File: src/rtl/alu_share_sched.sv
// Shared-ALU scheduler: round-robin grant between two requesters, add/sub in one cycle, shift-add multiply over WIDTH cycles.
// Optional signed-overflow reporting is built when ALU_SHARE_OVF_EN is defined; otherwise rsp_ovf is tied low.
module alu_share_sched #(
  parameter int WIDTH = 16
) (
  input  logic                    clk,
  input  logic                    RST,
  input  logic                    req0_valid,
  output logic                    req0_ready,
  input  logic [2:0]              req0_op,
  input  logic signed [WIDTH-1:0] req0_a,
  input  logic signed [WIDTH-1:0] req0_b,
  input  logic                    req1_valid,
  output logic                    req1_ready,
  input  logic [2:0]              req1_op,
  input  logic signed [WIDTH-1:0] req1_a,
  input  logic signed [WIDTH-1:0] req1_b,
  output logic                    rsp_valid,
  output logic                    rsp_id,
  output logic [WIDTH-1:0]        rsp_result,
  output logic                    rsp_ovf,
  output logic                    busy
);

  localparam int PW = 2*WIDTH + 2;
  localparam int CW = $clog2(WIDTH + 1);
  localparam logic [2:0] OP_ADD = 3'b001;
  localparam logic [2:0] OP_SUB = 3'b010;
  localparam logic [2:0] OP_MUL = 3'b100;

  typedef enum logic [1:0] {IDLE, EXEC, MUL, DONE} state_t;

  state_t                   state, state_nxt;
  logic                     last_id;
  logic                     grant0, grant1;
  logic                     acc0, acc1, accept;
  logic [2:0]               op_in;
  logic [CW-1:0]            cnt;
  logic                     mul_last;

  logic [2:0]               op_p0;
  logic signed [WIDTH-1:0]  a_p0, b_p0;
  logic                     id_p0;

  logic [PW-1:0]            mcand_p1, prod_p1, prod_step;
  logic [WIDTH:0]           mplier_p1;
  logic                     neg_p1;
  logic [WIDTH-1:0]         exec_res, mul_res;

  // Magnitude in WIDTH+1 bits so the most negative value stays exact.
  function automatic logic [WIDTH:0] mag(input logic signed [WIDTH-1:0] v);
    logic signed [WIDTH:0] ext;
    ext = {v[WIDTH-1], v};
    return v[WIDTH-1] ? -ext : ext;
  endfunction

  // last_id resets to 1 so port 0 wins the first tie.
  assign grant0   = req0_valid && (!req1_valid || last_id);
  assign grant1   = req1_valid && (!req0_valid || !last_id);
  assign acc0     = req0_valid && req0_ready;
  assign acc1     = req1_valid && req1_ready;
  assign accept   = acc0 || acc1;
  assign op_in    = acc1 ? req1_op : req0_op;
  assign mul_last = (state == MUL) && (cnt == CW'(WIDTH));

  always_ff @(posedge clk or posedge RST) begin
    if (RST) state <= IDLE;
    else     state <= state_nxt;
  end

  always_comb begin
    state_nxt = state;
    case (state)
      IDLE:    if (accept) state_nxt = (op_in == OP_MUL) ? MUL : EXEC;
      EXEC:    state_nxt = DONE;
      MUL:     if (cnt == CW'(WIDTH)) state_nxt = DONE;
      DONE:    state_nxt = IDLE;
      default: state_nxt = IDLE;
    endcase
  end

  always_comb begin
    req0_ready = 1'b0;
    req1_ready = 1'b0;
    busy       = (state != IDLE);
    rsp_valid  = (state == DONE);
    if (!RST && state == IDLE) begin
      req0_ready = grant0;
      req1_ready = grant1;
    end
  end

  always_comb begin
    case (op_p0)
      OP_ADD:  exec_res = a_p0 + b_p0;
      OP_SUB:  exec_res = a_p0 - b_p0;
      default: exec_res = '0;
    endcase
  end

  assign prod_step = prod_p1 + (mplier_p1[0] ? mcand_p1 : '0);
  assign mul_res   = neg_p1 ? -prod_step[WIDTH-1:0] : prod_step[WIDTH-1:0];

  always_ff @(posedge clk or posedge RST) begin
    if (RST) begin
      last_id    <= 1'b1;
      cnt        <= '0;
      rsp_id     <= 1'b0;
      rsp_result <= '0;
    end else begin
      if (accept) last_id <= acc1;
      cnt <= (state == MUL) ? cnt + 1'b1 : '0;
      if (state == EXEC) begin
        rsp_result <= exec_res;
        rsp_id     <= id_p0;
      end else if (mul_last) begin
        rsp_result <= mul_res;
        rsp_id     <= id_p0;
      end
    end
  end

  // p0: operand capture at accept; p1: multiplier load (cnt 0) then one shift-add per cycle
  always_ff @(posedge clk) begin
    if (accept) begin
      op_p0 <= op_in;
      a_p0  <= acc1 ? req1_a : req0_a;
      b_p0  <= acc1 ? req1_b : req0_b;
      id_p0 <= acc1;
    end
    if (state == MUL) begin
      if (cnt == '0) begin
        mcand_p1  <= PW'(mag(a_p0));
        mplier_p1 <= mag(b_p0);
        prod_p1   <= '0;
        neg_p1    <= a_p0[WIDTH-1] ^ b_p0[WIDTH-1];
      end else begin
        prod_p1   <= prod_step;
        mcand_p1  <= mcand_p1 << 1;
        mplier_p1 <= mplier_p1 >> 1;
      end
    end
  end

`ifdef ALU_SHARE_OVF_EN
  localparam logic [PW-1:0] HALF = PW'(1) << (WIDTH-1);

  function automatic logic add_ovf(input logic signed [WIDTH-1:0] a, b, input logic [WIDTH-1:0] r);
    return (a[WIDTH-1] == b[WIDTH-1]) && (r[WIDTH-1] != a[WIDTH-1]);
  endfunction

  function automatic logic sub_ovf(input logic signed [WIDTH-1:0] a, b, input logic [WIDTH-1:0] r);
    return (a[WIDTH-1] != b[WIDTH-1]) && (r[WIDTH-1] != a[WIDTH-1]);
  endfunction

  // Negative products may reach -2^(WIDTH-1); positive ones stop one short.
  function automatic logic mul_ovf(input logic [PW-1:0] m, input logic neg);
    return neg ? (m > HALF) : (m >= HALF);
  endfunction

  logic exec_ovf;

  always_comb begin
    case (op_p0)
      OP_ADD:  exec_ovf = add_ovf(a_p0, b_p0, exec_res);
      OP_SUB:  exec_ovf = sub_ovf(a_p0, b_p0, exec_res);
      default: exec_ovf = 1'b0;
    endcase
  end

  always_ff @(posedge clk or posedge RST) begin
    if (RST)               rsp_ovf <= 1'b0;
    else if (state == EXEC) rsp_ovf <= exec_ovf;
    else if (mul_last)      rsp_ovf <= mul_ovf(prod_step, neg_p1);
  end
`else
  assign rsp_ovf = 1'b0;
`endif

endmodule

File: config.mk
export PLATFORM = sky130hd
export DESIGN_NAME = alu_share_sched
export DESIGN_NICKNAME = d
export VERILOG_FILES = /design/src/rtl/alu_share_sched.sv
export SDC_FILE = /design/constraint.sdc
export NUM_CORES = 1
export LEC_CHECK = 0
export CORE_ASPECT_RATIO = 0.8
export CORE_UTILIZATION = 38
export DETAILED_ROUTE_END_ITERATION = 16
export GPL_TIMING_DRIVEN = 1
export SLEW_MARGIN = 10
export SYNTH_ARGS = -nofsm -noshare
export SYNTH_HDL_FRONTEND = slang
export SYNTH_SLANG_ARGS = --single-unit
export TNS_END_PERCENT = 10
File: constraint.sdc
create_clock -name clk -period 4.3 [get_ports clk]
set_input_delay 0.43 -clock clk [delete_from_list [all_inputs] [get_ports clk]]
set_output_delay 0.43 -clock clk [all_outputs]
set_load 0.1 [all_outputs]
# == Word-level counts from Yosys, hierarchy flattened ==
# Cells that the tools add are included.
# classes
n_addsub,7
n_eq_ne,9
n_mux,21
bitwise,1
reduce_logical,20
# op_table
cell,count
$mux 16,7
$add 34x34->34,1
$mux 17,2
$mux 34,1
$neg 16->17,2
$pmux 16 s2,1
$add 16x16->16,1
$neg 16->16,1
$sub 16x16->16,1
$pmux 2 s4,1
$logic_and 1x1->1,6
$mux 2,3
$reduce_and 2->1,3
$add 5x1->5 const B,1
$eq 5x5->1 const B,1
$logic_not 5->1,1
$mux 5,1
$eq 2x2->1 const B,2
$logic_not 1->1,4
$mux 1,4
$reduce_bool 2->1,2
$eq 3x1->1 const B,1
$eq 3x2->1 const B,1
$eq 3x3->1 const B,1
other kinds (7),9
# word_totals
reg_bits,147
in_bits,74
out_inout_bits,22
elab_cells,74

# == Longest topological paths before layout ==
# Gate-level depths: netlist (run 1).
# logic_depth
word_depth,10
mapped_depth,16
mapped_depth_nobuf,16

# == Worst setup path after synthesis (run 1) ==
# No wires, ideal clock.
# synth_path
kind,reg-to-reg
startpoint,register b_p0[0]
endpoint,register rsp_result[15]
setup_ns,0.118
arrival_ns,3.758
required_time_ns,4.182
slack_ns,0.423
stages_incl_launch_ff,16
n_path_buf,0
synth_period_minus_slack_ns,3.877
path_cell_list,edfxtp_1 inv_1 ha_1 or3b_4 or3_4 or3_4 or3_4 or3_4 nand2_1 xor2_1 ha_1 nand2_1 o41ai_1 a211oi_1 a211o_1 a21o_1
# synth_between
elab_chain_len,3
word_cells_on_any_way,4
cone_classes,2 x add/sub; 2 x mux
# synth_rtl
item,line_no,source
"start, declared",42,"logic signed [WIDTH-1:0] a_p0, b_p0;"
"start signal, assigned",128,b_p0 <= acc1 ? req1_b : req0_b;
$sub 16x16->16 / $add 16x16->16 (equally long branches),"96, 95",
$pmux 16 s2 *,94,case (op_p0)
$mux 16 *,113,if (state == EXEC) begin
"end signal, assigned",114,rsp_result <= exec_res;
"end signal, assigned",117,rsp_result <= mul_res;
"end, declared",20,"output logic [WIDTH-1:0] rsp_result,"
# Mark *: on every way between the ends. The rest lies on a longest branch, timed or not.
# A chain may end at the register's enable or synchronous reset.

# == Worst setup path in the final report (run 1) ==
# layout_path
startpoint,register b_p0[1]
endpoint,register rsp_result[15]
# Same word-level chain as after synthesis.

==> summary.md, run 1 <==
| Metric | Value |
|---|---|
| Top cell type's share of synthesized area | `0.3483` |
| Worst-Skew Late Latency | `0.37 ns` |
| CP peak stage delay | `0.45 ns` |
| Commonest non-fill, non-tap cell in the layout | `clkdlybuf4s50_1` |
| Yosys cell types | `between 60 and 70` |
| FFs w/ async S/R, synth | `0.2252` |
| Die area | `20,080 sq um` |
| # diodes | `0` |
| Pin count of the biggest net entering global routing | `67` |
| Final Setup Violations | `0` |
| Delay-heaviest family, CP | `simple AND/OR/NAND/NOR gates` |
| Vias in the first global route | `5,353` |
| Initial core utilization | `0.3896` |
| Clk buf depth | `2` |
| Setup TNS Final | `0 ns` |
| Crit-path cells | `inv_1, ha_1, or3b_4, or3_4, or3_4, or3_4, nand2_1, xor2_1, ha_1, or3_1, nor3_1, o41ai_2, a21o_1, a211o_1, a21o_1` |
| Layout fillers | `1,855` |
| Post-Route WL | `17,610 um` |
| FF-to-FF End | `rsp_result[15]` |
| Crit share post-route | `0.9398` |
| MaxCap Viol Count | `0` |
| Commonest cells after routing, fill and taps aside | `clkdlybuf4s50_1, edfxtp_1, nand2_1` |
| Mean area per synthesized cell | `a little over 10 sq um` |
| Share of layout cells above drive strength 1 | `0.1001` |
| Sw Ratio | `0.4737` |
| Reg2reg path depth | `15` |
| Most used DFF post-synth | `edfxtp_1` |
| Total core area | `19,030 sq um` |
| Layout area overhead | `21.46%` |
| Number of flops mapped to enable cells by yosys | `86` |
| Pwr per Cell Area | `706.5 nW/um^2` |
| CTS tree | `done` |
| Rows | `45` |
| CP Launch Type | `flip-flop` |
| TritonCTS Buffers | `9` |
| Power Internal | `roughly 0.0033 W` |
| CTS H-tree lvls | `3` |
| Yosys reg bits | `around 110` |
| Post-Place Setup Slack | `0.2282 ns` |
| Max VDD drop | `0.0005070 V` |
| Root Driver | `clkbuf_16` |
| HP Start | `id_p0` |
| Routability cong. | `0.8374` |
| Clock power share | `0.142` |
| Ys Warns | `0` |
| Dpl hpwl | `13,530 um` |
| Seq/Total Area, Yosys | `0.4328` |
| Min-Delay Path Class | `flip-flop to flip-flop` |
| Slowest-stage cell, CP | `edfxtp_1` |
| Nets | `941` |
| RSZ-0062 raised after global routing | `no` |
| Worst path required time | `4.57 ns` |
| Worst Hold End | `rsp_id` |
| R2R setup slack | `~0.26 ns` |
| Sequential share of power | `0.291` |
| DR vias | `5,590` |
| Initial DRC Count | `approximately 390` |
| Hold Path Depth | `2` |
| Setup CP Type | `flip-flop to flip-flop` |
| Main area contributors after synthesis | `edfxtp_1, dfrtp_1, ha_1` |
| Worst Skew | `0.01036 ns` |
| Largest area contributor in the synthesized netlist | `edfxtp_1` |
| DRC violations left | `0` |
| Global route overflow | `0` |
| ANT nets after route | `0` |
| Initial antenna violation count | `0` |
| Max-slew violations | `0` |
| DR WL/cell | `16.20 um` |
| Clk pin slew, worst setup/hold paths | `about 0.090 ns` |
| Final hold viol count | `0` |
| Logic pwr share | `0.567` |
| Status | `complete, no violations` |
| Rel. slew slack | `0.3204` |
| Crit-path most repeated cell | `or3_4` |
| Vias/cell | `5.143` |
| Drt first pass iters | `8` |
| Tmin final | `4.041 ns` |
| Critical Path Fanout Max | `5` |
| I/O pin count | `96` |
| Crit end category | `flip-flop` |
| Syn Inst Count | `732` |
| RR Startpoint | `b_p0[1]` |
| Die H | `around 130 um` |
| First-pass GRT wire length | `28,550 um` |
| Port bufs | `94` |
| GR Util All Layers | `0.1859` |
| Worst slew pin tran | `1.018 ns` |
| Worst path bufs/invs | `1` |
| Worst setup margin | `0.2588 ns` |
| Achievable frequency | `247.5 MHz` |
| CTS sink count | `111` |
| Post-Syn Area | `7415 sq um` |
| Pleak | `between 3 and 4 nW` |
| Net switching power | `between 0.003 and 0.004 W` |
| CP Data Arrival Time | `approximately 4.3 ns` |
| DIE WIDTH | `158.2 um` |
[power by group through the flow]
stage                     logic [W]  registers (W)  clock network (W)
after floorplan             0.00211        0.00235                  0
after detailed placement    0.00358        0.00188                  0
after CTS                   0.00360        0.00186           0.000921
final                       0.00361        0.00185           0.000903
after global routing        0.00394        0.00189           0.000958
after global placement      0.00357        0.00187                  0
[worst reg2reg max path, stage by stage, from the launching register on]
cell and delay (ns):
edfxtp_1 0.45, inv_1 0.10, ha_1 0.18, or3b_4 0.40, or3_4 0.34, or3_4 0.34, or3_4 0.35, nand2_1 0.09
xor2_1 0.08, ha_1 0.22, or3_1 0.36, nor3_1 0.31, o41ai_2 0.15, a21o_1 0.19, a211o_1 0.24, a21o_1 0.14
[Yosys cell counts (21+ instances only)]
| master | n |
|---|---|
| a21oi_1 | 26 |
| and2_1 | 23 |
| clkbuf_1 | 23 |
| dfrtp_1 | 24 |
| edfxtp_1 | 86 |
| ha_1 | 41 |
| inv_1 | 23 |
| mux2_2 | 35 |
| nand2_1 | 80 |
| nor2_1 | 52 |
| o21ai_0 | 54 |
| xnor2_1 | 21 |
| xor2_1 | 54 |
[through the flow]
stage	hold slack, ns	area (sq um)	instances	total power, W	utilization
after floorplan	0.4229	7418	733	0.004453	-
after global placement	0.4340	8685	1071	0.005447	0.4563
after detailed placement	0.4481	8685	1071	0.005458	0.4563
after CTS	0.4663	8997	1087	0.006378	0.4728
after global routing	0.5002	9006	1087	0.006795	0.4732
final	0.4599	9006	1087	0.006363	0.4732
[metal layers]
metal	global-route usage	vias to the layer above	wire length (um)
li1	-	2842	-
met1	0.2861	2592	9232
met2	0.2642	139	7317
met5	0	-	0
met3	0.03109	17	786
met4	0.05204	0	273
[kinds of logic after synthesis]
| logic type | share of synthesized area |
|---|---|
| XOR/XNOR | 0.08859 |
| flip-flops | 0.4328 |
| adder cells (fa/ha/maj) | 0.07459 |
| other | 0.0005058 |
| AND/OR/NAND/NOR | 0.1596 |
| multiplexers | 0.06126 |
| AO/OA/AOI/OAI | 0.1531 |
| buffers and inverters | 0.02953 |
[layout make-up]
type,count,area (sq um),area share
well taps,258,322.8,0.03584
clock buffers,9,225.2,0.02501
inverters,24,90.09,0.01000
flip-flops and latches,111,3209,0.3563
clock inverters,7,87.58,0.009725
repair buffers,110,1059,0.1175
multi-input cells,568,4013,0.4455
[state kept, by name, indices dropped and copies added (netlist names)]
| signal | count |
|---|---|
| mplier_p1 | 17 |
| a_p0 | 16 |
| b_p0 | 16 |
| mcand_p1 | 16 |
| prod_p1 | 16 |
| rsp_result | 16 |
| cnt | 5 |
| op_p0 | 3 |
| state | 2 |
| id_p0 | 1 |
| last_id | 1 |
| neg_p1 | 1 |
| rsp_id | 1 |
[worst max-delay path by stage]
stage	startpoint	cells after the start	end	slack, ns
finish	b_p0[1]	15	rsp_result[15]	0.26
global route	b_p0[1]	16	rsp_result[15]	0.006
CTS	b_p0[1]	15	rsp_result[15]	0.21
detailed placement	b_p0[1]	15	rsp_result[15]	0.23
global placement	b_p0[1]	15	rsp_result[15]	0.28
floorplan	b_p0[0]	15	rsp_result[15]	0.42
[what timing repair did]
action	CTS	global route
setup endpoints to repair	0	2
resized for setup	0	2
buffers inserted	0	0
hold buffers	0	0
(Power assumes the default switching activity.)
==> inputs of run 2 (changes only) <==
--- a/config.mk
+++ b/config.mk
@@ -5,11 +5,12 @@
 export SDC_FILE = /design/constraint.sdc
 export NUM_CORES = 1
 export LEC_CHECK = 0
+export CAP_MARGIN = 20
 export CORE_ASPECT_RATIO = 0.8
 export CORE_UTILIZATION = 38
 export DETAILED_ROUTE_END_ITERATION = 16
 export GPL_TIMING_DRIVEN = 1
-export SLEW_MARGIN = 10
+export SLEW_MARGIN = 20
 export SYNTH_ARGS = -nofsm -noshare
 export SYNTH_HDL_FRONTEND = slang
 export SYNTH_SLANG_ARGS = --single-unit
==> run 2 against run 1 <==
Compared with the run above:
- power hardly changed
- cell area stayed put
- wire length hardly changed
- core utilization stayed put
- highest routed layer unchanged
- critical endpoint unchanged
==> summary.md, run 2 (synthesized netlist as in run 1, its figures left out) <==
| Metric | Value |
|---|---|
| Status | `complete, no violations (unchanged)` |
| FF-to-FF End | `rsp_result[15] (unchanged)` |
| Root Driver | `clkbuf_16 (unchanged)` |
| Crit end category | `flip-flop (unchanged)` |
| CP Launch Type | `flip-flop (unchanged)` |
| Total core area | `19,030 sq um (unchanged)` |
| RR Startpoint | `b_p0[1] (unchanged)` |
| Initial DRC Count | `386 (unchanged)` |
| Final Setup Violations | `0 (unchanged)` |
| Worst path bufs/invs | `1 (unchanged)` |
| Critical path origin | `b_p0[1] (unchanged)` |
| Multi-input gate area | `4013 sq um (unchanged)` |
| Layout fillers | `1,855 (unchanged)` |
| Commonest non-fill, non-tap cell in the layout | `clkdlybuf4s50_1 (unchanged)` |
| ANT nets after route | `0 (unchanged)` |
| Crit-path cells | `inv_1, ha_1, or3b_4, or3_4, or3_4, or3_4, nand2_1, xor2_1, ha_1, or3_1, nor3_1, o41ai_2, a21o_1, a211o_1, a21o_1 (unchanged)` |
| Layout area overhead | `21.46% (unchanged)` |
| Min-Delay Path Class | `flip-flop to flip-flop (unchanged)` |
| Slowest-stage cell, CP | `edfxtp_1 (unchanged)` |
| DRC violations left | `0 (unchanged)` |
| Setup TNS Final | `0 ns (unchanged)` |
| CTS tree | `done (unchanged)` |
| I/O pin count | `96 (unchanged)` |
| CTS H-tree lvls | `3 (unchanged)` |
| Crit-path most repeated cell | `or3_4 (unchanged)` |
| # Post-CTS Setup Buffers | `0 (unchanged)` |
| Worst Skew | `0.01061 ns (was 0.01036 ns)` |
| Hold Path Depth | `2 (unchanged)` |
| Worst setup margin | `0.2574 ns (was 0.2588 ns)` |
| Drt first pass iters | `8 (unchanged)` |
| Post-Place Setup Slack | `0.2282 ns (unchanged)` |
| Vias/cell | `5.151 (was 5.143)` |
| Worst slew pin tran | `1.007 ns (was 1.018 ns)` |
| R2R setup slack | `0.26 ns (about the same)` |
| Pleak | `3.484 nW (was 3.488 nW)` |
| Register area | `3209 sq um (unchanged)` |
| Max-slew violations | `0 (unchanged)` |
| Initial antenna violation count | `0 (unchanged)` |
| DR vias | `5,599 (was 5,590)` |
| Achievable frequency | `247.4 MHz (was 247.5 MHz)` |
| Critical Path Fanout Max | `5 (unchanged)` |
| Max VDD drop | `0.0005070 V (about the same)` |
| Rel. slew slack | `0.3266 (was 0.3204)` |
| Global route overflow | `0 (unchanged)` |
| Max reg flops | `17 (unchanged)` |
| Clk pin slew, worst setup/hold paths | `0.09 ns (about the same)` |
| CP peak stage delay | `0.45 ns (about the same)` |
| Reg2reg path depth | `15 (unchanged)` |
| Nets | `941 (unchanged)` |
| Delay-heaviest family, CP | `simple AND/OR/NAND/NOR gates (unchanged)` |
| Clk buf depth | `2 (unchanged)` |
| DIE WIDTH | `158.2 um (unchanged)` |
| Share of layout cells above drive strength 1 | `0.1001 (unchanged)` |
| GR Util All Layers | `0.1859 (unchanged)` |
| Die area | `20,080 sq um (unchanged)` |
| Worst path required time | `4.57 ns (about the same)` |
| TritonCTS Buffers | `9 (unchanged)` |
| Pwr per Cell Area | `706.5 nW/um^2 (about the same)` |
| Worst-Skew Late Latency | `0.37 ns (about the same)` |
| Pin count of the biggest net entering global routing | `67 (unchanged)` |
| RSZ-0062 raised after global routing | `no (unchanged)` |
| Initial core utilization | `0.3896 (unchanged)` |
| Final hold viol count | `0 (unchanged)` |
| Die H | `126.9 um (unchanged)` |
| Worst setup endpoint | `rsp_result[15] (unchanged)` |
| Number of cells on the critical path | `15 (unchanged)` |
| CTS sink count | `111 (unchanged)` |
| # diodes | `0 (unchanged)` |
| Tmin final | `4.043 ns (was 4.041 ns)` |
| Post-Route WL | `17,600 um (was 17,610 um)` |
| Crit share post-route | `0.9401 (was 0.9398)` |
| Port bufs | `94 (unchanged)` |
| Top reg by flops | `mplier_p1 (unchanged)` |
| Rows | `45 (unchanged)` |
| First-pass GRT wire length | `28,550 um (unchanged)` |
| Vias in the first global route | `5,353 (unchanged)` |
| Setup CP Type | `flip-flop to flip-flop (unchanged)` |
| MaxCap Viol Count | `0 (unchanged)` |
| Routability cong. | `0.8374 (unchanged)` |
| DR WL/cell | `16.19 um (was 16.20 um)` |
| Dpl hpwl | `13,530 um (unchanged)` |
| CP Data Arrival Time | `4.31 ns (about the same)` |
| Commonest cells after routing, fill and taps aside | `clkdlybuf4s50_1, edfxtp_1, nand2_1 (unchanged)` |
==> run 2: cell count changes in the layout (fill, tap and decap cells not counted) <==
cell      delta
clkinv_1     +1
inv_1        -1
==> run 2: timing repair <==
action | CTS | global route
resized for setup | 0 | 2
setup endpoints to repair | 0 | 2
hold buffers | 0 | 0
==> run 2: worst min path at each step <==
stage / from / slack, ns / endpoint
finish: id_p0 / 0.46 / rsp_id
CTS: id_p0 / 0.47 / rsp_id
floorplan: id_p0 / 0.42 / rsp_id
detailed placement: id_p0 / 0.45 / rsp_id
global placement: id_p0 / 0.43 / rsp_id
global route: id_p0 / 0.50 / rsp_id
==> run 2: power breakdown <==
part | total (W) | switching, W | leakage [nW] | internal, W
Combinational | 0.00361 | 0.00234 | 2.23 | 0.00127
Sequential | 0.00185 | 0.000241 | 1.10 | 0.00161
Clock | 0.000903 | 0.000433 | 0.155 | 0.000470
Total | 0.00636 | 0.00301 | 3.48 | 0.00335
==> run 2: area by class of cell <==
type / count / share of cell area
Sequential cell: 111 / 0.3563
Tap cell: 258 / 0.03584
Clock inverter: 7 / 0.009725
Inverter: 24 / 0.01000
Timing Repair Buffer: 110 / 0.1175
Multi-Input combinational cell: 568 / 0.4455
Clock buffer: 9 / 0.02501
==> run 2: worst min-delay path, cell delays in order, from the launching register on <==
cell and delay, ns:
edfxtp_1 0.33, nand2_1 0.05, nand2_1 0.06
==> run 2: metrics by stage <==
stage | hold WS, ns | std cells | power [W] | cell area [sq um] | util
finish | 0.4599 | 1087 | 0.006363 | 9006 | 0.4732
global route | 0.5002 | 1087 | 0.006795 | 9006 | 0.4732
CTS | 0.4663 | 1087 | 0.006378 | 8997 | 0.4728
detailed placement | 0.4481 | 1071 | 0.005458 | 8685 | 0.4563
global placement | 0.4340 | 1071 | 0.005447 | 8685 | 0.4563
floorplan | 0.4229 | 733 | 0.004453 | 7418 | -
==> run 2: layer usage <==
layer,global-route usage,up-vias,share of wire
met3,0.03109,17,0.042
met4,0.05204,0,0.016
met5,0,-,0
met2,0.2642,141,0.42
met1,0.2861,2599,0.53
li1,-,2842,-
